## config.mk

```make
export PLATFORM = sky130hd
export DESIGN_NAME = itch_add_order_tx_flat
export DESIGN_NICKNAME = d
export VERILOG_FILES = /design/src/rtl/axi_stream_pkg.sv /design/src/rtl/itch_add_order_tx_if.sv /design/src/rtl/itch_add_order_tx.sv /design/src/flat_wrapper.sv
export SDC_FILE = /design/constraint.sdc
export NUM_CORES = 1
export LEC_CHECK = 0
export CORE_ASPECT_RATIO = 0.6
export CORE_UTILIZATION = 31
export CTS_BUF_LIST = sky130_fd_sc_hd__clkbuf_4 sky130_fd_sc_hd__clkbuf_8
export DETAILED_ROUTE_END_ITERATION = 8
export PLACE_DENSITY = 0.66
export SLEW_MARGIN = 20
export SYNTH_ARGS = -nofsm -noshare
export SYNTH_HDL_FRONTEND = slang
export SYNTH_SLANG_ARGS = --single-unit
```

## constraint.sdc

```tcl
create_clock -name clk -period 2.6 [get_ports clk]
set_input_delay 0.26 -clock clk [delete_from_list [all_inputs] [get_ports clk]]
set_output_delay 0.26 -clock clk [all_outputs]
set_load 0.01 [all_outputs]
```

## src/rtl/axi_stream_pkg.sv

```systemverilog
// ---------------------------------------------------------------------------
// axi_stream_pkg
// Shared AXI-Stream widths, the parsed Add Order record and ITCH constants
// used by the Add Order transmitter. Also holds the transmitter FSM states.
// ---------------------------------------------------------------------------
package axi_stream_pkg;

  localparam int AXIS_DATA_WIDTH = 64;
  localparam int AXIS_KEEP_WIDTH = AXIS_DATA_WIDTH / 8;

  // ITCH message type byte and message geometry
  localparam logic [7:0] ITCH_ADD_ORDER     = 8'h41;
  localparam int         ITCH_ADD_ORDER_LEN = 36;
  localparam logic [7:0] ITCH_SIDE_BUY      = 8'h42;
  localparam logic [7:0] ITCH_SIDE_SELL     = 8'h53;

  // Order fields as delivered by the upstream parser
  typedef struct packed {
    logic        valid;
    logic [47:0] timestamp;
    logic [63:0] order_ref;
    logic        side;       // 1 = sell, 0 = buy
    logic [31:0] shares;
    logic [63:0] stock;
    logic [31:0] price;
  } parsed_add_order_t;

  // Transmitter states: idle plus one state per 64-bit output beat
  typedef enum logic [2:0] {
    S_IDLE,
    S_BEAT0,
    S_BEAT1,
    S_BEAT2,
    S_BEAT3,
    S_BEAT4
  } tx_state_e;

endpackage

```

## src/rtl/itch_add_order_tx_if.sv

```systemverilog
// ---------------------------------------------------------------------------
// itch_add_order_tx_if
// AXI-Stream bundle carrying the encoded ITCH byte stream.
//   tdata  : 64-bit beat, byte 0 on [63:56]
//   tkeep  : byte enables, bit 7 = byte 0
//   tvalid : beat present
//   tlast  : final beat of a message
//   tready : sink accepts the beat
// master = transmitter side, slave = sink side.
// ---------------------------------------------------------------------------
interface itch_add_order_tx_if;
  import axi_stream_pkg::*;

  logic [AXIS_DATA_WIDTH-1:0] tdata;
  logic [AXIS_KEEP_WIDTH-1:0] tkeep;
  logic                       tvalid;
  logic                       tlast;
  logic                       tready;

  modport master (output tdata, tkeep, tvalid, tlast, input tready);
  modport slave  (input tdata, tkeep, tvalid, tlast, output tready);

endinterface

```

## src/rtl/itch_add_order_tx.sv

```systemverilog
// ---------------------------------------------------------------------------
// itch_add_order_tx
// Encodes parsed orders into 36-byte big-endian ITCH Add Order messages and
// streams them as five 64-bit AXI-Stream beats.
//
// Parameter:
//   TRACK_INIT   : tracking number used for the first message after reset
// Ports:
//   clk, rst     : clock, synchronous active-high reset
//   in_valid     : order_in/stock_locate hold an order to send
//   in_ready     : order is accepted this cycle when in_valid is high
//   order_in     : order fields (order_in.valid is ignored)
//   stock_locate : locate code captured with the order
//   m_axis       : AXI-Stream master (tdata/tkeep/tvalid/tlast/tready)
//   tx_count     : number of messages fully transmitted (wraps)
//   busy         : a message is held or in flight
//
// Build option:
//   ITCH_TX_LEN_PREFIX_EN : prepend the 2-byte length 16'h0024 so each
//   message is 38 stream bytes; last beat keeps 6 bytes instead of 4.
// ---------------------------------------------------------------------------
module itch_add_order_tx
  import axi_stream_pkg::*;
#(
  parameter logic [15:0] TRACK_INIT = 16'd0
) (
  input  logic                clk,
  input  logic                rst,
  input  logic                in_valid,
  output logic                in_ready,
  input  parsed_add_order_t   order_in,
  input  logic [15:0]         stock_locate,
  itch_add_order_tx_if.master m_axis,
  output logic [63:0]         tx_count,
  output logic                busy
);

  localparam int MSG_BITS    = ITCH_ADD_ORDER_LEN * 8;
  localparam int STREAM_BITS = 5 * AXIS_DATA_WIDTH;

`ifdef ITCH_TX_LEN_PREFIX_EN
  localparam logic [AXIS_KEEP_WIDTH-1:0] LAST_KEEP = 8'hFC;
`else
  localparam logic [AXIS_KEEP_WIDTH-1:0] LAST_KEEP = 8'hF0;
`endif

  tx_state_e                  state_q, state_d;
  parsed_add_order_t          order_q, order_d;
  logic [15:0]                locate_q, locate_d;
  logic [15:0]                track_hold_q, track_hold_d;
  logic [15:0]                tracking_q, tracking_d;
  logic [63:0]                tx_count_q, tx_count_d;
  logic                       tvalid_q, tvalid_d;
  logic                       tlast_q, tlast_d;
  logic [AXIS_KEEP_WIDTH-1:0] tkeep_q, tkeep_d;
  logic [AXIS_DATA_WIDTH-1:0] tdata_q, tdata_d;
  logic                       accept;
  logic                       beat_done;

  // The whole message is laid out as one padded 320-bit stream and the
  // beat state just selects which 64-bit slice goes out.
  function automatic logic [AXIS_DATA_WIDTH-1:0] format_beat(
    input tx_state_e         st,
    input parsed_add_order_t ord,
    input logic [15:0]       loc,
    input logic [15:0]       trk
  );
    logic [MSG_BITS-1:0]        msg;
    logic [STREAM_BITS-1:0]     stream;
    logic [AXIS_DATA_WIDTH-1:0] beat;
    msg = {ITCH_ADD_ORDER, loc, trk, ord.timestamp, ord.order_ref,
           (ord.side ? ITCH_SIDE_SELL : ITCH_SIDE_BUY),
           ord.shares, ord.stock, ord.price};
`ifdef ITCH_TX_LEN_PREFIX_EN
    stream = {16'(ITCH_ADD_ORDER_LEN), msg, 16'h0000};
`else
    stream = {msg, 32'h0000_0000};
`endif
    case (st)
      S_BEAT0: beat = stream[STREAM_BITS-1                     -: AXIS_DATA_WIDTH];
      S_BEAT1: beat = stream[STREAM_BITS-1-AXIS_DATA_WIDTH     -: AXIS_DATA_WIDTH];
      S_BEAT2: beat = stream[STREAM_BITS-1-2*AXIS_DATA_WIDTH   -: AXIS_DATA_WIDTH];
      S_BEAT3: beat = stream[STREAM_BITS-1-3*AXIS_DATA_WIDTH   -: AXIS_DATA_WIDTH];
      S_BEAT4: beat = stream[STREAM_BITS-1-4*AXIS_DATA_WIDTH   -: AXIS_DATA_WIDTH];
      default: beat = '0;
    endcase
    return beat;
  endfunction

  // Accepting during the last beat's handshake lets messages run back to
  // back with no idle cycle between them.
  assign in_ready  = (state_q == S_IDLE) || (state_q == S_BEAT4 && m_axis.tready);
  assign accept    = in_valid && in_ready;
  assign beat_done = tvalid_q && m_axis.tready;

  always_comb begin
    state_d      = state_q;
    order_d      = order_q;
    locate_d     = locate_q;
    track_hold_d = track_hold_q;
    tracking_d   = tracking_q;
    tx_count_d   = tx_count_q;

    case (state_q)
      S_IDLE:  if (accept)    state_d = S_BEAT0;
      S_BEAT0: if (beat_done) state_d = S_BEAT1;
      S_BEAT1: if (beat_done) state_d = S_BEAT2;
      S_BEAT2: if (beat_done) state_d = S_BEAT3;
      S_BEAT3: if (beat_done) state_d = S_BEAT4;
      S_BEAT4: begin
        if (beat_done) begin
          tracking_d = tracking_q + 16'd1;
          tx_count_d = tx_count_q + 64'd1;
          state_d    = accept ? S_BEAT0 : S_IDLE;
        end
      end
      default: state_d = S_IDLE;
    endcase

    // Capture the post-increment tracking value so a back-to-back order
    // gets the next number even though it is accepted on the same edge.
    if (accept) begin
      order_d      = order_in;
      locate_d     = stock_locate;
      track_hold_d = tracking_d;
    end

    // Outputs are computed from the next state so they leave a flop.
    tvalid_d = (state_d != S_IDLE);
    tlast_d  = (state_d == S_BEAT4);
    tkeep_d  = '0;
    tdata_d  = '0;
    if (tvalid_d) begin
      tkeep_d = tlast_d ? LAST_KEEP : {AXIS_KEEP_WIDTH{1'b1}};
      tdata_d = format_beat(state_d, order_d, locate_d, track_hold_d);
    end
  end

  always_ff @(posedge clk) begin
    if (rst) begin
      state_q      <= S_IDLE;
      order_q      <= '0;
      locate_q     <= '0;
      track_hold_q <= '0;
      tracking_q   <= TRACK_INIT;
      tx_count_q   <= '0;
      tvalid_q     <= 1'b0;
      tlast_q      <= 1'b0;
      tkeep_q      <= '0;
      tdata_q      <= '0;
    end else begin
      state_q      <= state_d;
      order_q      <= order_d;
      locate_q     <= locate_d;
      track_hold_q <= track_hold_d;
      tracking_q   <= tracking_d;
      tx_count_q   <= tx_count_d;
      tvalid_q     <= tvalid_d;
      tlast_q      <= tlast_d;
      tkeep_q      <= tkeep_d;
      tdata_q      <= tdata_d;
    end
  end

  assign m_axis.tvalid = tvalid_q;
  assign m_axis.tlast  = tlast_q;
  assign m_axis.tkeep  = tkeep_q;
  assign m_axis.tdata  = tdata_q;
  assign tx_count      = tx_count_q;
  assign busy          = (state_q != S_IDLE);

endmodule

```

## src/flat_wrapper.sv

```systemverilog
// flat-port wrapper written by rule: the top's interface ports become plain ports
module itch_add_order_tx_flat import axi_stream_pkg::*;
#(
  parameter logic [15:0] TRACK_INIT = 16'd0
)
  (clk, rst, in_valid, in_ready, order_in, stock_locate, tx_count, busy, m_axis_tdata, m_axis_tkeep, m_axis_tvalid, m_axis_tlast, m_axis_tready);
  itch_add_order_tx_if m_axis_i ();
  input  logic clk;
  input  logic rst;
  input  logic in_valid;
  output logic in_ready;
  input  parsed_add_order_t order_in;
  input  logic [15:0] stock_locate;
  output logic [63:0] tx_count;
  output logic busy;
  output wire logic [$bits(m_axis_i.tdata)-1:0] m_axis_tdata;
  output wire logic [$bits(m_axis_i.tkeep)-1:0] m_axis_tkeep;
  output wire logic [$bits(m_axis_i.tvalid)-1:0] m_axis_tvalid;
  output wire logic [$bits(m_axis_i.tlast)-1:0] m_axis_tlast;
  input wire logic [$bits(m_axis_i.tready)-1:0] m_axis_tready;
  assign m_axis_tdata = m_axis_i.tdata;
  assign m_axis_tkeep = m_axis_i.tkeep;
  assign m_axis_tvalid = m_axis_i.tvalid;
  assign m_axis_tlast = m_axis_i.tlast;
  assign m_axis_i.tready = m_axis_tready;
  itch_add_order_tx #(.TRACK_INIT(TRACK_INIT)) u_core (.clk(clk), .rst(rst), .in_valid(in_valid), .in_ready(in_ready), .order_in(order_in), .stock_locate(stock_locate), .m_axis(m_axis_i), .tx_count(tx_count), .busy(busy));
endmodule
```

==> impl_metrics.env <==
export IMPL_syn_area_per_cell_um2=9.419
export IMPL_grtUsageTotal_pct=19.13
export IMPL_synthArstFlopShare_pct=0
export IMPL_cts_sinks=424
export IMPL_powerDensity_nw_per_um2=668.2
export IMPL_cts_tree="done"
export IMPL_syn_area_um2=16640
export IMPL_clkLatencyLatePin_ns=0.60
export IMPL_synth_cell_type_count=57
export IMPL_crit_arrival_ns=3.06
export IMPL_ys_seq_area_share_pct=51.00
export IMPL_r2r_end="u_core.tx_count[61]"
export IMPL_drc=23
export IMPL_grt_ovfl_total=0
export IMPL_ir_drop_uv=289.7
export IMPL_setup_viol=0
export IMPL_drt_total_wl_um=53810
export IMPL_leakagePower_nw=9.791
export IMPL_maxCapViolCount=0
export IMPL_worstSetupStartpoint="u_core.tx_count[6]"
export IMPL_worst_pin_slew_ns=0.8107
export IMPL_ys_ff_latch=424
export IMPL_rr_worst_depth=6
export IMPL_power_total_w=0.01583
export IMPL_wire_per_inst_um=18.13
export IMPL_slew_violations=0
export IMPL_cp_max_fo=4
export IMPL_die_area_um2=54650
export IMPL_synth_edf_count=0
export IMPL_antenna_found_initial=5
export IMPL_finalWeightedCongestion=0.8614
export IMPL_fin_tns_setup_ns=0
export IMPL_yosysWarnings=0
export IMPL_vias=14550
export IMPL_start_util_pct=31.53
export IMPL_cts_path_max_buffers=3
export IMPL_synthFlopType="dfxtp_1"
export IMPL_clk_pin_slew_ns=0.06
export IMPL_yosysTopAreaCellShare_pct=51.00
export IMPL_end_kind="flip-flop"
export IMPL_r2r_setup_slack_ns=0.07
export IMPL_grt_pass1_vias=14490
export IMPL_status="finished, violations left"
export IMPL_critPathKind="flip-flop to flip-flop"
export IMPL_syn_nets=2031
export IMPL_die_h_um=181.5
export IMPL_critPathSlowestCell="or4b_4"
export IMPL_port_buffers=400
export IMPL_synth_top_area_cell="dfxtp_1"
export IMPL_cts_root_buf="clkbuf_8"
export IMPL_relSlewSlack_pct=45.96
export IMPL_htreeDepth=3
export IMPL_io_pins=402
export IMPL_period_share_pct=97.20
export IMPL_critPathCapture="u_core.tx_count[61]"
export IMPL_r2r_start="u_core.tx_count[6]"
export IMPL_fin_crit_ns=2.527
export IMPL_crit_path_cell_trace="nand4_2 -> or4_4 -> or4b_4 -> or3_4 -> or3_4 -> a21oi_2"
export IMPL_numCtsBuffers=69
export IMPL_hold_viol_final=0
export IMPL_dp_hpwl_um=37520
export IMPL_critPathMaxStageDelay_ns=0.59
export IMPL_rows=65
export IMPL_dr_pass1_iters=7
export IMPL_ant_nets=0
export IMPL_drtIter0Drc=757
export IMPL_nNetsFinal=2478
export IMPL_start_kind="flip-flop"
export IMPL_core_um2=52780
export IMPL_die_w_um=301.1
export IMPL_cp_data_required_time_ns=3.13
export IMPL_grt_pass1_wl_um=81810
export IMPL_violations="DRC"
export IMPL_grt_max_degree=143
export IMPL_finClkSkew_ns=0.02405
export IMPL_area_delta_synth_final_pct=42.35
export IMPL_vias_per_cell=4.903
export IMPL_syn_inst=1767
export IMPL_timing_fmax_mhz=395.7
export IMPL_drive_gt1_share_pct=11.49
export IMPL_yosys_top_cells_area="dfxtp_1 51%, mux2i_1 15%, nor2_1 8.8%, o22ai_1 3.9%, clkbuf_1 2.1%"
export IMPL_hold_path_class="input port to flip-flop"
export IMPL_crit_path_frequent_cell="or3_4"
-- logic make-up (layout without fill, tap and decap cells) --
group	Yosys count	count (layout)	synth area share, %
mux	264	264	15.93
buf+inv	148	643	3.518
compound gates	249	249	9.871
other cells	0	3	0
flops	424	424	51.00
simple gates	620	620	16.37
fa+ha+maj	2	2	0.1503
xor+xnor	60	60	3.157
-- state kept, by name (all words and copies together) (netlist names) --
signal	flops
u_core.track_hold_q	16
u_core.m_axis.tkeep	2
u_core.order_q	241
u_core.m_axis.tvalid	1
u_core.m_axis.tlast	1
u_core.m_axis.tdata	64
u_core.locate_q	16
u_core.tracking_q	16
u_core.tx_count	64
u_core.state_q	3
-- worst max-delay path: cells and delay by family (launching register included) --
kind,cells,cell delay (ns)
DFF,1,0.34
and+or+nand+nor,5,1.98
AOI/OAI and AO/OA,1,0.14
-- cells in the mapped netlist (13+ instances only) --
| cell | instances |
|---|---|
| a211oi_1 | 14 |
| a21oi_1 | 43 |
| buf_1 | 27 |
| clkbuf_1 | 91 |
| dfxtp_1 | 424 |
| inv_1 | 17 |
| mux2i_1 | 257 |
| nand2_1 | 72 |
| nand3_1 | 28 |
| nand4_1 | 31 |
| nor2_1 | 389 |
| nor2b_1 | 17 |
| nor3_1 | 21 |
| nor4_1 | 13 |
| o21a_1 | 25 |
| o21ai_0 | 13 |
| o22ai_1 | 104 |
| o31a_1 | 24 |
| xnor2_1 | 28 |
| xor2_1 | 32 |
-- power by group --
| part | switching (W) | leakage, nW | internal, W | total [W] |
|---|---|---|---|---|
| sequential | 0.000127 | 3.46 | 0.00689 | 0.00702 |
| clock | 0.00274 | 0.785 | 0.00355 | 0.00629 |
| combinational | 0.00126 | 5.54 | 0.00126 | 0.00252 |
-- placed cells by master (no fill, tap or decap), types with 12 or more instances in the layout --
cell / synthesis / routed
a211oi_1: 14 / 14
a21oi_1: 43 / 39
inv_1: 17 / 17
nor3_1: 21 / 20
dfxtp_1: 424 / 420
clkbuf_4: 0 / 15
nand4_1: 31 / 31
mux2i_1: 257 / 257
clkbuf_8: 0 / 91
o21ai_0: 13 / 12
clkdlybuf4s50_1: 0 / 399
o31a_1: 24 / 24
nand2_1: 72 / 71
nor2b_1: 17 / 17
nor2_1: 389 / 389
xor2_1: 32 / 32
o22ai_1: 104 / 104
buf_12: 0 / 23
xnor2_1: 28 / 28
o21a_1: 25 / 25
buf_4: 6 / 82
nand3_1: 28 / 28
-- metal layers --
metal	track usage, %	up-vias	wire [µm]
li1	-	7033	-
met1	24.43	7037	23970
met5	0	-	12
met3	4.774	85	3256
met4	5.563	2	1161
met2	31.75	394	25420
-- through the flow --
stage / util, % / instance area [µm²] / hold WS, ns / setup WS (ns) / std cells
global placement: 41.91 / 22120 / 0.4403 / -0.06986 / 2842
CTS: 44.76 / 23620 / 0.1546 / 0.003115 / 2962
floorplan: - / 16650 / 0.3535 / 0.01864 / 1767
detailed placement: 41.91 / 22120 / 0.4533 / -0.07631 / 2842
global route: 44.89 / 23690 / 0.2000 / -0.005202 / 2968
finish: 44.89 / 23690 / 0.2301 / 0.07270 / 2968
-- cell type report --
type                       instances  area, µm²
fill                            4958      29090
sequential                       424       8493
multi-input combinational       1195       7655
timing repair buffer             506       5095
clock buffer                     106       1365
tap                              703      879.6
clock inverter                    13      130.1
inverter                          18      67.56
antenna                            3      7.507
-- how the worst min path moves through the flow --
stage | start | slack (ns) | end | cells after the start
6_report | order_in[81] | 0.23 | u_core.order_q[81] | 3
4_1_cts | order_in[81] | 0.15 | u_core.order_q[81] | 3
2_1_floorplan | rst | 0.35 | u_core.state_q[0] | 1
5_1_grt | order_in[76] | 0.20 | u_core.order_q[76] | 3
3_3_place_gp | u_core.order_q[18] | 0.44 | u_core.order_q[18] | 2
3_5_place_dp | u_core.order_q[30] | 0.45 | u_core.order_q[30] | 2
-- timing repair --
item | CTS | global route
gates resized for setup | 0 | 10
setup buffers | 0 | 3
hold buffers | 1 | 0
hold endpoints to repair | 19 | 0
endpoints found under the setup margin | 0 | 21
(Power assumes the default switching activity.)
